File: config.mk
export PLATFORM = sky130hd
export DESIGN_NAME = score_keeper
export DESIGN_NICKNAME = d
export VERILOG_FILES = /design/src/rtl/score_pkg.sv /design/src/rtl/score_keeper_edge_detect.sv /design/src/rtl/score_keeper.sv
export SDC_FILE = /design/constraint.sdc
export NUM_CORES = 1
export LEC_CHECK = 0
export CAP_MARGIN = 20
export CORE_MARGIN = 2
export CORE_UTILIZATION = 45
export DETAILED_ROUTE_END_ITERATION = 8
export PLACE_DENSITY = 0.68
export SYNTH_ARGS = -nofsm -noshare
export SYNTH_HDL_FRONTEND = slang
export SYNTH_HIERARCHICAL = 1
export SYNTH_SLANG_ARGS = --single-unit
File: constraint.sdc
create_clock -name clock -period 1.99 [get_ports clock]
set_input_delay 0.398 -clock clock [delete_from_list [all_inputs] [get_ports clock]]
set_output_delay 0.398 -clock clock [all_outputs]
set_load 0.03 [all_outputs]
File: src/rtl/score_pkg.sv
// Shared types and defaults for the score keeper: FSM state encoding,
// default win score / serve delay, and a saturating score increment.
package score_pkg;

    typedef enum logic [1:0] {
        IDLE       = 2'b00,
        SERVE_WAIT = 2'b01,
        PLAY       = 2'b10,
        OVER       = 2'b11
    } state_t;

    localparam logic [3:0] WIN_SCORE_DEFAULT    = 4'd10;
    localparam logic [7:0] SERVE_FRAMES_DEFAULT = 8'd60;

    // Scores stop at the limit instead of wrapping back to zero.
    function automatic logic [3:0] sat_inc(input logic [3:0] score, input logic [3:0] limit);
        return (score >= limit) ? limit : score + 4'd1;
    endfunction

endpackage

File: src/rtl/score_keeper_edge_detect.sv
// Rising-edge detector for a level input: one-cycle rise while the level
// is high and its registered copy is still low.
module edge_detect (
    input  logic clock,
    input  logic reset,
    input  logic level,
    output logic rise
);

    logic prev;

    always_ff @(posedge clock) begin
        if (reset) begin
            prev <= 1'b0;
        end else begin
            prev <= level;
        end
    end

    assign rise = level & ~prev;

endmodule

File: src/rtl/score_keeper.sv
// Pong score keeper: serve timing, goal scoring and win detection.
// Define SERVE_DELAY_EN to wait SERVE_FRAMES frame ticks before each serve.
module score_keeper
    import score_pkg::*;
#(
    parameter logic [3:0] WIN_SCORE    = WIN_SCORE_DEFAULT,
    parameter logic [7:0] SERVE_FRAMES = SERVE_FRAMES_DEFAULT
) (
    input  logic       clock,
    input  logic       reset,
    input  logic       inPlay,
    input  logic       newGame,
    input  logic       frame_tick,
    input  logic       goal_p0,
    input  logic       goal_p1,
    output logic [3:0] p0_score,
    output logic [3:0] p1_score,
    output logic       ball_en,
    output logic       serve,
    output logic       serve_dir
);

    state_t     state;
    logic       rise_p0;
    logic       rise_p1;
    logic       point_p0;
    logic       point_p1;
    logic [3:0] p0_next;
    logic [3:0] p1_next;
    logic       serve_due;

    edge_detect u_goal_p0 (
        .clock (clock),
        .reset (reset),
        .level (goal_p0),
        .rise  (rise_p0)
    );

    edge_detect u_goal_p1 (
        .clock (clock),
        .reset (reset),
        .level (goal_p1),
        .rise  (rise_p1)
    );

    // A tie (both edges in one cycle) awards nothing.
    assign point_p0 = inPlay & rise_p0 & ~rise_p1;
    assign point_p1 = inPlay & rise_p1 & ~rise_p0;
    assign p0_next  = sat_inc(p0_score, WIN_SCORE);
    assign p1_next  = sat_inc(p1_score, WIN_SCORE);

`ifdef SERVE_DELAY_EN
    logic [7:0] frame_cnt;

    // Serve on the tick that would bring the count up to SERVE_FRAMES.
    assign serve_due = inPlay & frame_tick & (frame_cnt == SERVE_FRAMES - 8'd1);
`else
    logic unused_cfg;

    assign serve_due  = inPlay;
    assign unused_cfg = frame_tick | (|SERVE_FRAMES);
`endif

    // NOTE: every register here uses <= so all of them sample the pre-edge
    // values; a blocking = would let later lines see already-updated state.
    always_ff @(posedge clock) begin
        if (reset) begin
            state     <= IDLE;
            p0_score  <= 4'd0;
            p1_score  <= 4'd0;
            ball_en   <= 1'b0;
            serve     <= 1'b0;
            serve_dir <= 1'b0;
`ifdef SERVE_DELAY_EN
            frame_cnt <= 8'd0;
`endif
        end else begin
            serve <= 1'b0;
            if (newGame) begin
                state     <= IDLE;
                p0_score  <= 4'd0;
                p1_score  <= 4'd0;
                ball_en   <= 1'b0;
                serve_dir <= 1'b0;
`ifdef SERVE_DELAY_EN
                frame_cnt <= 8'd0;
`endif
            end else begin
                case (state)
                    IDLE: begin
                        ball_en <= 1'b0;
                        if (inPlay) begin
                            state     <= SERVE_WAIT;
                            serve_dir <= 1'b0;
                        end
                    end

                    SERVE_WAIT: begin
                        ball_en <= serve_due;
                        if (serve_due) begin
                            serve <= 1'b1;
                            state <= PLAY;
`ifdef SERVE_DELAY_EN
                            frame_cnt <= 8'd0;
                        end else if (inPlay && frame_tick) begin
                            frame_cnt <= frame_cnt + 8'd1;
`endif
                        end
                    end

                    PLAY: begin
                        ball_en <= inPlay;
                        if (point_p0) begin
                            p0_score  <= p0_next;
                            serve_dir <= 1'b1;
                            ball_en   <= 1'b0;
                            state     <= (p0_next == WIN_SCORE) ? OVER : SERVE_WAIT;
                        end else if (point_p1) begin
                            p1_score  <= p1_next;
                            serve_dir <= 1'b0;
                            ball_en   <= 1'b0;
                            state     <= (p1_next == WIN_SCORE) ? OVER : SERVE_WAIT;
                        end
                    end

                    OVER: begin
                        ball_en <= 1'b0;
                    end

                    default: begin
                        state   <= IDLE;
                        ball_en <= 1'b0;
                    end
                endcase
            end
        end
    end

endmodule

# Word-level counts from Yosys, hierarchy flattened
# Index checks and enable logic that the tools add are counted.
[totals] regBits=15 input_bits=7 latchBits=0 rom_bits=0 mem_bits_rw=0 out_inout_bits=11 n_memories=0
[classes] n_shift=0 n_lt_le_gt_ge=2 eq_ne=8 n_mul=0 n_reduce_logical=10 div_mod_pow=0 n_mux=17 n_bitwise=12 addsub=2
[op_table] op="$mux W2" count=6
[op_table] op="$add A4 B1 Y4 const B" count=2
[op_table] op="$eq A4 B4 Y1 const B" count=2
[op_table] op="$ge A4 B4 Y1 const B" count=2
[op_table] op="$mux W4" count=2
[op_table] op="$and A1 B1 Y1" count=6
[op_table] op="$mux W1" count=6
[op_table] op="$not A1 Y1" count=6
[op_table] op="$pmux W2 S3" count=1
[op_table] op="$reduce_and A3 Y1" count=2
[op_table] op="$eq A2 B2 Y1 const B" count=2
[op_table] op="$ne A2 B2 Y1 const B" count=2
[op_table] op="$reduce_and A4 Y1" count=1
[op_table] op="$reduce_or A2 Y1" count=2
[op_table] op="$ne A3 B3 Y1 const B" count=1
[op_table] op="$pmux W1 S3" count=1
[op_table] op="$reduce_bool A3 Y1" count=1
[op_table] op="$reduce_or A3 Y1" count=1
[op_table] op="$eq A2 B1 Y1 const B" count=1
[op_table] op="$logic_not A2 Y1" count=1
[op_table] op="$pmux W1 S2" count=1
[op_table] op="$reduce_and A2 Y1" count=1
[op_table] op="$reduce_bool A2 Y1" count=1

# Depth between registers and ports, before layout
# Gate-level depths: netlist (run 1).
[logic_depth] word_depth=7 ltp_mapped=7

# Modules after synthesis
# The synthesis (run 1) kept the hierarchy.
[modules_own_cells] mod="score_keeper" area_per_inst_um2=809.5 cells_per_inst=93 seq_area_each_um2=260.2 instances=1
[modules_own_cells] mod="edge_detect" area_per_inst_um2=47.5 cells_per_inst=3 seq_area_each_um2=20.0 instances=2

# Worst setup path after synthesis (run 1)
# Ideal clock, no wire load.
[synth_timing] path_type="register -> register" startpoint="register p1_score[0]" endpoint="register p1_score[2]" path_stages_with_launch=6 path_slack_ns=0.181 required_ns=1.920 n_path_buf=0 t_arrival_ns=1.738 cell_sequence="dfxtp_1 inv_1 ha_1 o31a_1 or4b_1 a21oi_1"
[synth_between] elab_chain_len=2 elab_cells_between_ends=3 classes_between="add/sub (1); order compare (1); mux (1)"
[synth_lines] element="start, declared" line="score_keeper.sv:17" source="output logic [3:0] p1_score,"
[synth_lines] element="start signal, assigned" line="score_keeper.sv:119" source="p1_score <= p1_next;"
[synth_lines] element="$add A4 B1 Y4 / $ge A4 B4 Y1 (equally long branches)" line="score_pkg.sv:17" source="return (score >= limit) ? limit : score + 4'd1;"
[synth_lines] element="$mux W4 (*)" line="score_pkg.sv:17"
# Mark *: on every way between the ends. The rest lies on a longest branch, timed or not.
# A chain may end at the register's enable or synchronous reset.

# Final worst setup path (run 1)
[layout_timing] startpoint="register p1_score[1]" endpoint="output p1_score[1]"
# No word-level cell between the ends.

==> results.py, run 1 <==
metrics = {
    "synth": {
        "synth-warning-count": 6,
        "seq_area_frac_synth_pct": 33.2,
        "syn_area_per_cell_um2": 9.14,
        "synth_cells": 99,
        "syn_nets": 115,
        "synth_cell_types": 34,
        "synth-edff-count": 0,
        "netlist_area_um2": 905,
        "ys_ff_latch": 15,
        "async_reset_ff_share_pct": 0,
        "synth_top_flop_cell": "dfxtp_1",
    },
    "setup_path": {
        "critical_path_class": "flip-flop to output port",
        "cp_slowest_cell": "clkdlybuf4s50_1",
        "start_kind": "flip-flop",
        "worstPathMaxFanout": 6,
        "critPathTopFamily": "buffers and inverters",
        "crit_chain": "clkdlybuf4s50_1",
        "slowest_delay_ps": 710,
        "cp.arrival_ps": 1430,
        "critical_path_buf_inv_count": 1,
        "end_kind": "output port",
        "worstReg2RegStart": "state[1]",
        "rrSetupSlack_ps": 170,
        "setup.worst_path.start": "p1_score[1]",
        "cp.required_ps": 1590,
    },
    "drt": {
        "finalWirelength_um": 1760,
        "drt-pass1-iter-count": 4,
        "wl_per_cell_um": 11.6,
        "ant_nets": 0,
        "drc": 0,
        "vias": 782,
        "drt_iter0_drc": 9,
        "viasPerCell": 5.14,
    },
    "sta": {
        "post-route-period-util_pct": 91.9,
        "tightest_slew_ps": 379,
        "rsz0062_at_grt": "no",
        "max_freq_ghz": 0.547,
        "relSlewSlack_pct": 74.6,
        "fin_crit_ps": 1830,
        "holdWs_ps": 551,
        "hold_viol": 0,
        "report.final.slew_viol_count": 0,
        "setup_viol": 0,
        "finClkSkew_ps": 1.85,
    },
    "clock_network": {
        "ctsHoldBuffers": 0,
        "clock-sinks": 15,
        "htreeDepth": 1,
        "root_buffer": "clkbuf_4",
        "tritoncts": "built",
        "post_cts_resized": 0,
        "cts_buffers": 3,
        "clk_path_buf_depth": 2,
        "post-cts-setup-buffers": 0,
        "cts.clk_slew.worst_paths_ps": 90,
        "clk_latency_ps": 280,
    },
    "layout": {
        "area_growth_pct": 29.5,
        "nets": 142,
        "drive_gt1_share_pct": 18.4,
        "antenna_cells_inserted": 0,
        "final_area_um2": 1170,
        "final_cell_count_no_fill": 152,
    },
    "hold_path": {
        "hp-class": "flip-flop to flip-flop",
        "min_from": "p1_score[1]",
    },
    "global_route": {
        "grt_use_met1_pct": 19.1,
        "gr-usage-met2_pct": 26.9,
        "grt_max_degree": 10,
        "antenna_found_initial": 0,
        "grt_pass1_vias": 701,
        "grt_overflow": 0,
        "grt_use_total_pct": 15.5,
        "top_usage_layer": "met2",
        "use_met3_pct": 2.76,
        "grt_pass1_wl_um": 2930,
    },
    "power": {
        "peakVddDrop_mv": 0.263,
        "power.total_mw": 0.546,
        "power_per_cell_area_nw_per_um2": 466,
        "leakagePower_nw": 0.480,
    },
    "floorplan": {
        "fp.coreArea_um2": 1920,
        "io_pins": 18,
        "dieArea_um2": 2380,
        "start_util_pct": 47.1,
        "rows": 16,
        "die_y_um": 48.8,
        "die_x_um": 48.8,
    },
    "run": {
        "cap_violations": 0,
    },
    "status": {
        "status": "complete, no violations",
    },
    "place": {
        "placed_cell_area_um2": 1140,
        "dpl.hpwl_um": 1390,
        "globalplace.congestion": 0.735,
        "place_inst": 148,
        "port-buffer-count": 16,
    },
}
==> metrics by stage <==
step	setup slack [ps]	utilization, %	setup TNS (ps)
finish	162	60.9	0
global route	88.0	60.9	0
CTS	143	60.9	0
detailed placement	-31.8	59.5	-31.8
global placement	-32.3	59.5	-32.3
floorplan	181	-	0
==> placed cells by master (no fill, tap or decap), drive strengths merged, types with 2 or more instances in the layout <==
master	count
nor3	3
nor2b	7
nand4b	2
clkbuf	3
xnor2	2
and3	3
o21ai	4
dfxtp	15
buf	8
a31oi	2
a21oi	9
clkdlybuf4s50	16
nand3	2
inv	9
nand2	2
nor2	10
a211oi	2
or3	3
ha	9
==> synth_stat cells, types with 2 or more instances <==
library cell  count  share of area, %
nor3_1            3               1.7
nand4b_1          2               1.9
nor2_1           10               4.1
inv_1             9               3.7
dfxtp_1          15                33
o21ai_0           4               2.2
a211oi_1          2               1.7
and3_1            3               2.1
ha_1              9                12
nor2b_1           3               2.1
a21oi_1           9               5.0
nand2_1           2              0.83
a31oi_1           2               1.4
nor2b_4           4               6.1
xnor2_1           2               1.9
nand3_1           2               1.1
==> flip-flops by register name, summed over array words and instances (netlist names) <==
register        flops
u_goal_p1/prev      1
serve               1
u_goal_p0/prev      1
serve_dir           1
p1_score            4
p0_score            4
ball_en             1
state               2
==> routing by layer <==
layer / part of all wire [%] / up-vias
met5: 0 / -
met4: 0.57 / 0
met3: 2.9 / 2
met2: 49 / 10
met1: 48 / 366
li1: - / 404
==> power by group <==
| group | total, mW | leakage, nW | internal (mW) | switching [mW] |
|---|---|---|---|---|
| sequential | 0.308 | 0.122 | 0.304 | 0.00370 |
| clock | 0.172 | 0.0177 | 0.0746 | 0.0979 |
| combinational | 0.0661 | 0.341 | 0.0356 | 0.0305 |
| total | 0.546 | 0.480 | 0.414 | 0.132 |
==> final cells by class <==
cell class	count	area, µm²
fillers	194	751
inverters	9	33.8
flip-flops and latches	15	300
well taps	27	33.8
repair buffers	24	220
clock buffers	3	22.5
clock inverters	1	5.00
multi-input cells	73	556
==> cell families after synthesis <==
logic type,synth area share [%]
xor+xnor,1.94
flops,33.2
simple gates,27.9
compound gates,19.1
fa+ha+maj,12.4
buf+inv,5.39
==> worst paths after layout <==
path	end	cells past startpoint
hold reg to reg	p1_score[1]	2
setup / recovery	p1_score[1]	1
setup reg to reg	state[0]	6
hold / removal	p1_score[1]	2
Note: power is estimated with default switching activity, not from simulation.
==> inputs of run 2 (changes only) <==
--- a/config.mk
+++ b/config.mk
@@ -10,6 +10,7 @@
 export CORE_UTILIZATION = 45
 export DETAILED_ROUTE_END_ITERATION = 8
 export PLACE_DENSITY = 0.68
+export SLEW_MARGIN = 20
 export SYNTH_ARGS = -nofsm -noshare
 export SYNTH_HDL_FRONTEND = slang
 export SYNTH_HIERARCHICAL = 1
==> constraint.sdc (replaced) <==
create_clock -name clock -period 2.3 [get_ports clock]
set_input_delay 0.46 -clock clock [delete_from_list [all_inputs] [get_ports clock]]
set_output_delay 0.46 -clock clock [all_outputs]
set_load 0.03 [all_outputs]
==> run 2 against run 1 <==
Routed wire length shrank 1.2%. Design area shrank 3.8%. Via count is 0.26% higher. Final cell count is 3.9% lower. Clock skew up 4.5 ps. Clock power is 12% lower. Sequential power decreased by 14%. Register-to-register slack better by 220 ps. Sequential cell count is the same. Highest routed layer unchanged.
==> results.py, run 2 (synthesized netlist as in run 1, its figures left out) <==
metrics = {
    "status": {
        "status": "complete, no violations",
    },
    "place": {
        "placed_cell_area_um2": 1100,
        "globalplace.congestion": 0.719,
        "port-buffer-count": 16,
        "dpl.hpwl_um": 1410,
    },
    "global_route": {
        "grt_max_degree": 11,
        "grt_use_total_pct": 16.2,
        "grt_pass1_vias": 705,
        "antenna_found_initial": 0,
        "grt_overflow": 0,
        "grt_pass1_wl_um": 3030,
    },
    "clock_network": {
        "clk_path_buf_depth": 2,
        "cts.clk_slew.worst_paths_ps": 90,
        "tritoncts": "built",
        "htreeDepth": 1,
        "cts_buffers": 3,
        "ctsHoldBuffers": 0,
        "post-cts-setup-buffers": 0,
        "root_buffer": "clkbuf_4",
        "clock-sinks": 15,
        "clk_latency_ps": 290,
        "post_cts_resized": 0,
    },
    "setup_path": {
        "critical_path_buf_inv_count": 1,
        "cp_slowest_cell": "clkdlybuf4s50_1",
        "critPathTopFamily": "buffers and inverters",
        "cp.required_ps": 1840,
        "slowest_delay_ps": 720,
        "end_kind": "output port",
        "start_kind": "flip-flop",
        "crit_chain": "clkdlybuf4s50_1",
        "critical_path_class": "flip-flop to output port",
        "cp.arrival_ps": 1450,
        "worstPathMaxFanout": 7,
    },
    "drt": {
        "viasPerCell": 5.37,
        "ant_nets": 0,
        "vias": 784,
        "finalWirelength_um": 1740,
        "drt_iter0_drc": 8,
        "drc": 0,
        "drt-pass1-iter-count": 4,
        "wl_per_cell_um": 11.9,
    },
    "sta": {
        "relSlewSlack_pct": 75.7,
        "post-route-period-util_pct": 83.0,
        "fin_crit_ps": 1910,
        "finClkSkew_ps": 6.34,
        "rsz0062_at_grt": "no",
        "report.final.slew_viol_count": 0,
        "setup-tns-final_ps": 0,
        "hold_viol": 0,
        "max_freq_ghz": 0.524,
        "setup_viol": 0,
        "tightest_slew_ps": 361,
    },
    "layout": {
        "nets": 136,
        "final_area_um2": 1130,
        "largest_registers": "p0_score x4, p1_score x4, state x2",
        "final_common_cell": "clkdlybuf4s50_1",
        "drive_gt1_share_pct": 14.3,
        "antenna_cells_inserted": 0,
        "area_growth_pct": 24.5,
        "layout_common_cells": "clkdlybuf4s50_1 (16), dfxtp_1 (15), nor2_1 (10)",
    },
    "power": {
        "peakVddDrop_mv": 0.234,
        "power_per_cell_area_nw_per_um2": 417,
        "leakagePower_nw": 0.451,
        "power.total_mw": 0.470,
    },
    "hold_path": {
        "hp-class": "flip-flop to flip-flop",
    },
    "floorplan": {
        "die_x_um": 48.8,
        "io_pins": 18,
        "fp.coreArea_um2": 1920,
        "start_util_pct": 47.1,
        "dieArea_um2": 2380,
        "rows": 16,
        "die_y_um": 48.8,
    },
    "run": {
        "cap_violations": 0,
    },
}
## run 2: layout make-up
cell class	count	area, µm²
Multi-Input combinational cell	73	556
Clock buffer	3	22.5
Inverter	9	33.8
Fill cell	195	796
Sequential cell	15	300
Timing Repair Buffer	18	175
Clock inverter	1	5.00
Tap cell	27	33.8
## run 2: layer usage
layer  vias to the layer above  track usage [%]  share of wire, %
li1                        394                -                 -
met1                       374             17.8                42
met2                        11             30.6                53
met3                         5             3.07               2.9
met4                         0             5.71               2.0
met5                         -                0                 0
## run 2: worst register-to-register path: stages (launching register included)
cell and delay (ps):
dfxtp_1 420, inv_1 90, ha_1 320, or3_4 420, a221oi_4 300, nand3_1 130
o211ai_1 160
## run 2: per-stage QoR
step | worst slack (ps) | hold WS [ps] | utilization (%) | std cells
global route | 204 | 583 | 58.6 | 146
floorplan | 491 | 524 | - | 99
CTS | 380 | 536 | 58.6 | 146
global placement | 223 | 522 | 57.2 | 142
finish | 390 | 530 | 58.6 | 146
detailed placement | 169 | 519 | 57.2 | 142
## run 2: path summary, 6_finish.rpt
kind                 end  cells past startpoint        start  slack (ps)
min            serve_dir                      2    serve_dir         530
max          p1_score[0]                      1  p1_score[0]         390
max reg2reg     state[1]                      6     state[0]         390
min reg2reg    serve_dir                      2    serve_dir         530
## run 2: power breakdown
group | switching, mW | internal [mW] | leakage [nW]
combinational | 0.0252 | 0.0271 | 0.312
clock | 0.0871 | 0.0646 | 0.0177
sequential | 0.00310 | 0.263 | 0.122
total | 0.115 | 0.355 | 0.451
